==> src/rtl/pipe_pkg.sv <==
// Shared types for the miniRV pipeline control: datapath widths, the hazard
// scoreboard entry and the load-use sequencer states.
package pipe_pkg;

    localparam int unsigned XLEN = 32;
    localparam int unsigned RA_W = 5;

    // One pipeline stage as seen by the hazard logic.
    typedef struct packed {
        logic [RA_W-1:0] wR;
        logic            we;
        logic            load;
    } sb_entry_t;

    typedef enum logic {
        RUN   = 1'b0,
        STALL = 1'b1
    } state_e;

    localparam sb_entry_t SB_BUBBLE = '{wR: '0, we: 1'b0, load: 1'b0};

    // A stage supplies a source operand when it writes that non-x0 register.
    function automatic logic sb_hit(input sb_entry_t e, input logic [RA_W-1:0] rs);
        return e.we && (rs != '0) && (e.wR == rs);
    endfunction

endpackage

==> src/rtl/fwd_sel.sv <==
// Priority forwarding match for one ID source register against the EX, MEM
// and WB scoreboard entries; the youngest writer wins.
module fwd_sel
    import pipe_pkg::*;
#(
    parameter int unsigned DW = XLEN
) (
    input  logic [RA_W-1:0] i_rs,
    input  logic            i_used,
    input  sb_entry_t       i_ex,
    input  sb_entry_t       i_mem,
    input  sb_entry_t       i_wb,
    input  logic [DW-1:0]   i_wd_ex,
    input  logic [DW-1:0]   i_wd_mem,
    input  logic [DW-1:0]   i_wd_wb,
    output logic            o_fwd_en_c,
    output logic [DW-1:0]   o_fwd_val_c,
    output logic            o_load_use_c
);

    logic w_hit_ex;
    logic w_hit_mem;
    logic w_hit_wb;

    assign w_hit_ex  = i_used && sb_hit(i_ex,  i_rs);
    assign w_hit_mem = i_used && sb_hit(i_mem, i_rs);
    assign w_hit_wb  = i_used && sb_hit(i_wb,  i_rs);

    // A load still in EX has no data yet; that case is reported, not forwarded.
    always_comb begin
        o_fwd_en_c   = 1'b0;
        o_fwd_val_c  = '0;
        o_load_use_c = 1'b0;
        if (w_hit_ex) begin
            if (i_ex.load) begin
                o_load_use_c = 1'b1;
            end else begin
                o_fwd_en_c  = 1'b1;
                o_fwd_val_c = i_wd_ex;
            end
        end else if (w_hit_mem) begin
            o_fwd_en_c  = 1'b1;
            o_fwd_val_c = i_wd_mem;
        end else if (w_hit_wb) begin
            o_fwd_en_c  = 1'b1;
            o_fwd_val_c = i_wd_wb;
        end
    end

endmodule

==> src/rtl/hazard_ctrl.sv <==
// Hazard controller for the 5-stage miniRV core: operand forwarding, one-cycle
// load-use stall sequencing, taken-branch flush and stall/flush event counters.
module hazard_ctrl #(
    parameter int unsigned XLEN  = 32,
    parameter int unsigned RA_W  = 5,
    parameter int unsigned CNT_W = 32
) (
    input  logic             cpu_clk,
    input  logic             cpu_rst_n,
    input  logic             inst_valid_ID,
    input  logic [RA_W-1:0]  rs1_ID,
    input  logic [RA_W-1:0]  rs2_ID,
    input  logic             rs1_used_ID,
    input  logic             rs2_used_ID,
    input  logic [RA_W-1:0]  wR_ID,
    input  logic             rf_we_ID,
    input  logic             is_load_ID,
    input  logic             br_taken_EX,
    input  logic [XLEN-1:0]  wD_EX,
    input  logic [XLEN-1:0]  wD_MEM,
    input  logic [XLEN-1:0]  wD_WB,
    output logic             forward_en_rD1,
    output logic             forward_en_rD2,
    output logic [XLEN-1:0]  forward_rD1,
    output logic [XLEN-1:0]  forward_rD2,
    output logic             nop,
    output logic             stall_pc,
    output logic             stall_IF_ID,
    output logic             flush_IF_ID,
    output logic [CNT_W-1:0] stall_cnt,
    output logic [CNT_W-1:0] flush_cnt
);

    import pipe_pkg::*;

    state_e          r_state;
    sb_entry_t       r_sb_ex;
    sb_entry_t       r_sb_mem;
    sb_entry_t       r_sb_wb;
    logic [CNT_W-1:0] r_stall_cnt;
    logic [CNT_W-1:0] r_flush_cnt;

    logic            w_fe1;
    logic            w_fe2;
    logic [XLEN-1:0] w_fv1;
    logic [XLEN-1:0] w_fv2;
    logic            w_lu1;
    logic            w_lu2;
    logic            w_hazard;
    logic            w_flush;
    logic            w_stall;
    logic            w_nop;
    sb_entry_t       w_sb_id;

    fwd_sel #(.DW(XLEN)) u_fwd_rs1 (
        .i_rs         (rs1_ID),
        .i_used       (rs1_used_ID),
        .i_ex         (r_sb_ex),
        .i_mem        (r_sb_mem),
        .i_wb         (r_sb_wb),
        .i_wd_ex      (wD_EX),
        .i_wd_mem     (wD_MEM),
        .i_wd_wb      (wD_WB),
        .o_fwd_en_c   (w_fe1),
        .o_fwd_val_c  (w_fv1),
        .o_load_use_c (w_lu1)
    );

    fwd_sel #(.DW(XLEN)) u_fwd_rs2 (
        .i_rs         (rs2_ID),
        .i_used       (rs2_used_ID),
        .i_ex         (r_sb_ex),
        .i_mem        (r_sb_mem),
        .i_wb         (r_sb_wb),
        .i_wd_ex      (wD_EX),
        .i_wd_mem     (wD_MEM),
        .i_wd_wb      (wD_WB),
        .o_fwd_en_c   (w_fe2),
        .o_fwd_val_c  (w_fv2),
        .o_load_use_c (w_lu2)
    );

    // A taken branch squashes the ID instruction, so it overrides any stall.
    always_comb begin
        w_hazard = (w_lu1 || w_lu2) && (r_state == RUN);
        w_flush  = br_taken_EX;
        w_stall  = w_hazard && !w_flush;
        w_nop    = w_flush || w_stall;
        w_sb_id  = '{wR: wR_ID, we: rf_we_ID && inst_valid_ID, load: is_load_ID};
    end

    // Outputs feed the same-cycle pipeline controls; reset forces them low at once.
    assign nop            = cpu_rst_n && w_nop;
    assign stall_pc       = cpu_rst_n && w_stall;
    assign stall_IF_ID    = cpu_rst_n && w_stall;
    assign flush_IF_ID    = cpu_rst_n && w_flush;
    assign forward_en_rD1 = cpu_rst_n && w_fe1;
    assign forward_en_rD2 = cpu_rst_n && w_fe2;
    assign forward_rD1    = cpu_rst_n ? w_fv1 : '0;
    assign forward_rD2    = cpu_rst_n ? w_fv2 : '0;
    assign stall_cnt      = r_stall_cnt;
    assign flush_cnt      = r_flush_cnt;

    // Scoreboard always advances; a bubble enters EX whenever ID/EX is nopped.
    always_ff @(posedge cpu_clk or negedge cpu_rst_n) begin
        if (!cpu_rst_n) begin
            r_sb_ex  <= SB_BUBBLE;
            r_sb_mem <= SB_BUBBLE;
            r_sb_wb  <= SB_BUBBLE;
        end else begin
            r_sb_ex  <= w_nop ? SB_BUBBLE : w_sb_id;
            r_sb_mem <= r_sb_ex;
            r_sb_wb  <= r_sb_mem;
        end
    end

    // Load-use sequencer and event counters.
    always_ff @(posedge cpu_clk or negedge cpu_rst_n) begin
        if (!cpu_rst_n) begin
            r_state     <= RUN;
            r_stall_cnt <= '0;
            r_flush_cnt <= '0;
        end else begin
            case (r_state)
                RUN:     r_state <= w_stall ? STALL : RUN;
                STALL:   r_state <= RUN;
                default: r_state <= RUN;
            endcase
            if (w_stall) begin
                r_stall_cnt <= r_stall_cnt + CNT_W'(1);
            end
            if (w_flush) begin
                r_flush_cnt <= r_flush_cnt + CNT_W'(1);
            end
        end
    end

endmodule

==> config.mk <==
export PLATFORM = sky130hd
export DESIGN_NAME = hazard_ctrl
export DESIGN_NICKNAME = d
export VERILOG_FILES = /design/src/rtl/pipe_pkg.sv /design/src/rtl/fwd_sel.sv /design/src/rtl/hazard_ctrl.sv
export SDC_FILE = /design/constraint.sdc
export NUM_CORES = 1
export LEC_CHECK = 0
export ABC_AREA = 1
export CELL_PAD_IN_SITES_DETAIL_PLACEMENT = 0
export CELL_PAD_IN_SITES_GLOBAL_PLACEMENT = 1
export CORE_AREA = 2 2 158 160
export CTS_CLUSTER_SIZE = 8
export DETAILED_ROUTE_END_ITERATION = 16
export DIE_AREA = 0 0 160 162
export PLACE_DENSITY_LB_ADDON = 0.1
export REMOVE_ABC_BUFFERS = 1
export SYNTH_ARGS = -nofsm -noshare
export SYNTH_HDL_FRONTEND = slang
export SYNTH_SLANG_ARGS = --single-unit
==> constraint.sdc <==
create_clock -name cpu_clk -period 2.22 [get_ports cpu_clk]
set_input_delay 0.444 -clock cpu_clk [delete_from_list [all_inputs] [get_ports cpu_clk]]
set_output_delay 0.444 -clock cpu_clk [all_outputs]
set_load 0.05 [all_outputs]
==> results of run 1 <==
## cells by family after synthesis
logic type,synth area share [%]
simple gates,44.45
buf+inv,13.61
compound gates,10.01
flops,28.50
xor+xnor,3.088
fa+ha+maj,0.3393
## metal layers
metal	GRT usage, %	wire length, um
met5	0	0
met4	8.313	972
met3	3.498	1777
met2	42.01	15960
met1	29.61	13490
## flip-flops by register name, summed over array words and instances, names as in the netlist
name / flops
flush_cnt: 32
stall_cnt: 32
r_sb_mem: 6
r_sb_ex: 7
r_state: 1
r_sb_wb: 6
## critical path, stage by stage, from the launching register on
cell       delay, ps
dfrtp_1          420
nor2_1            80
nor3_2           210
nand2_1          120
nor2_4           190
buf_12           150
clkbuf_16        160
nand3_1           80
a21oi_2          190
buf_12           160
## per-stage QoR
step | setup TNS, ps | total power, mW | cell area [sq um]
3_5_place_dp | -65090 | 3.130 | 11250
4_1_cts | -19640 | 4.758 | 12660
6_report | -19380 | 4.748 | 13210
5_1_grt | -26390 | 4.994 | 13210
2_1_floorplan | -61540 | 2.444 | 7024
3_3_place_gp | -67180 | 3.133 | 11250
## layout make-up
type	count	share of cell area, %
Antenna cell	2	0.03789
Clock buffer	9	1.705
Inverter	174	4.955
Clock inverter	7	0.5968
Multi-Input combinational cell	933	40.25
Sequential cell	84	15.94
Timing Repair Buffer	354	33.44
Tap cell	324	3.069
## cells in the mapped netlist (4+ instances only)
| cell type | count | share of area [%] |
|---|---|---|
| nor2_2 | 9 | 0.76 |
| nand3b_1 | 5 | 0.51 |
| clkbuf_2 | 5 | 0.34 |
| buf_6 | 10 | 1.5 |
| buf_4 | 6 | 0.61 |
| inv_2 | 9 | 0.46 |
| buf_2 | 20 | 1.4 |
| inv_1 | 163 | 8.3 |
| nor3_1 | 21 | 1.4 |
| o21ai_0 | 74 | 5.0 |
| a21oi_1 | 68 | 4.6 |
| nor2_1 | 132 | 6.7 |
| nand4_1 | 45 | 3.8 |
| xor2_1 | 22 | 2.6 |
| nand3_1 | 118 | 8.0 |
| clkbuf_1 | 15 | 0.76 |
| dfrtp_1 | 84 | 29 |
| nand2_2 | 8 | 0.68 |
| nand2_1 | 410 | 21 |
| xnor2_1 | 4 | 0.48 |
## power by group through the flow
| stage | clock, mW | combinational [mW] | sequential (mW) |
|---|---|---|---|
| after floorplan | 0 | 0.411 | 2.03 |
| after detailed placement | 0 | 1.35 | 1.78 |
| after global placement | 0 | 1.35 | 1.79 |
| after global routing | 1.65 | 1.57 | 1.77 |
| after CTS | 1.57 | 1.43 | 1.75 |
| final | 1.53 | 1.46 | 1.75 |
## worst paths after layout
path / end / slack (ps)
worst max register to register: stall_cnt[17]$_DFFE_PN0P_ / 210
worst min-delay path: flush_cnt[7]$_DFFE_PN0P_ / 230
worst max-delay path: forward_rD1[29] / -340
worst min register to register: r_sb_wb[2]$_DFF_PN0_ / 430
min in group cpu_clk: r_sb_wb[2]$_DFF_PN0_ / 430
max in group asynchronous: stall_cnt[22]$_DFFE_PN0P_ / 1440
## timing repair
item                       4_1_cts  5_1_grt
setup endpoints to repair      101       95
cloned                           7        7
gates resized for setup        222      119
setup buffers                   18        8
pin swaps                       66       64
==> summary.md, run 1 <==
| Metric | Value |
|---|---|
| Arr. time, crit path | 2110 ps |
| Switching part of the total | a little over a third |
| Total track usage | 23.76% |
| Yosys warning count | 0 |
| Routed WL per cell | 17.06 um |
| Cell area after synthesis | 7375 sq um |
| Clock Sinks | 84 |
| Max_cap viols | 0 |
| Flop pwr share | a little under two fifths |
| Die area | 25920 sq um |
| Multi-input logic area | 5316 sq um |
| Drt pass-1 iters | 5 |
| DR vias/cell | between 4 and 5 |
| Fin nets | 1677 |
| Distinct cells, synth | 31 |
| Initial Util | between 30% and 40% |
| CORE AREA | 24110 sq um |
| Vias in the first global route | approximately 9000 |
| Clock root buffer | clkbuf_16 |
| CP Capture Type | output pin |
| Violated checks | setup timing |
| Hold_buf cts | 0 |
| H-tree level count | 3 |
| Initial detailed-routing violation count | 583 |
| Final GP Congestion | 0.8958 |
| Setup Crit Path Kind | reg -> out |
| Final setup viols | 69 |
| Synth Register Bits | 84 |
| Hold Crit Class | in -> async |
| Layout fillers | 2421 |
| Static Leakage | 5.784 nW |
| Syn Area/Cell | 5.900 sq um |
| Max VDD drop | 0.0008504 V |
| Post-synth top flop | dfrtp_1 |
| Top fanout value on the critical path | 6 |
| Rows | between 50 and 60 |
| DRC | 0 |
| CTS Buf Count | 9 |
| Worst rel slew slack | 63.12% |
| Die H | 162 um |
| Final worst slack | -337.1 ps |
| Final period util | 115.2% |
| Core Util, Final | 54.79% |
| Synth-to-layout area growth | 79.10% |
| Crit path from | r_sb_wb[2]$_DFF_PN0_ |
| Data required, critical path | ~1800 ps |
| Number of synthesized flops with an enable pin | 0 |
| Most frequent cells in the layout | 347 x nand2_1, 169 x clkdlybuf4s50_1, 152 x inv_1 |
| Reg2reg start | r_sb_ex[3]$_DFF_PN0_ |
| Vias | about 9300 |
| R2R depth | 12 |
| Cells after Synth | between 1000 and 1500 |
| Worst-Margin Slew | 551.5 ps |
| Clock Latency Late Sink | between 300 and 400 ps |
| Dpl hpwl | 21960 um |
| GRT Residual Overflow | 0 |
| Register Area | 2106 sq um |
| Final Max Slew Viols | 0 |
| Power Density | 359.5 nW/um^2 |
| Clock-pin slew on the worst setup and hold paths | about 70 ps |
| Clock Power Share | between 30% and 40% |
| Post-synth ARST share | 100.0% |
| Min Clock Period, post-route | 2557 ps |
| TritonCTS clock tree | done |
| Clock skew | 8.441 ps |
| Seq/Total Area, Yosys | 28.50% |
| Fin. Hold Viols | 0 |
| NetSw | 1.737 mW |
| DIE WIDTH | around 160 um |
| Largest net degree at the start of global routing | 53 |
| Startpoint types | register |
| Max Buffers Root-to-Sink | 2 |
| First-pass GRT wire length | 49270 um |
| P_int | 3.011 mW |
| Cell count after placement | between 1500 and 2000 |
| Layout cells sized above 1 | 26.84% |
| Maximum clock frequency | a little under 400 MHz |
| Routed WL | 32190 um |
| Min Hold Slack | 233.2 ps |
| Gate power share | between 30 and 40% |
| PortBufs | 252 |
| Ports | 253 |
| Commonest non-fill, non-tap cell in the layout | nand2_1 |
| Setup WS pre-CTS | -804.8 ps |
| Post-Layout Cell Count | ~1900 |
| RSZ-0062 raised after global routing | true |
| Status | finished, violations left |
| Initial antenna violation count | 2 |
| Post-route ant nets | 0 |
Power figures use the tool's default switching activity.
==> inputs of run 2 (changes only) <==
--- a/config.mk
+++ b/config.mk
@@ -9,7 +9,6 @@
 export CELL_PAD_IN_SITES_DETAIL_PLACEMENT = 0
 export CELL_PAD_IN_SITES_GLOBAL_PLACEMENT = 1
 export CORE_AREA = 2 2 158 160
-export CTS_CLUSTER_SIZE = 8
 export DETAILED_ROUTE_END_ITERATION = 16
 export DIE_AREA = 0 0 160 162
 export PLACE_DENSITY_LB_ADDON = 0.1
==> results of run 2 <==
Same layout as run 1: the final DEF is identical, and so are final timing and power.
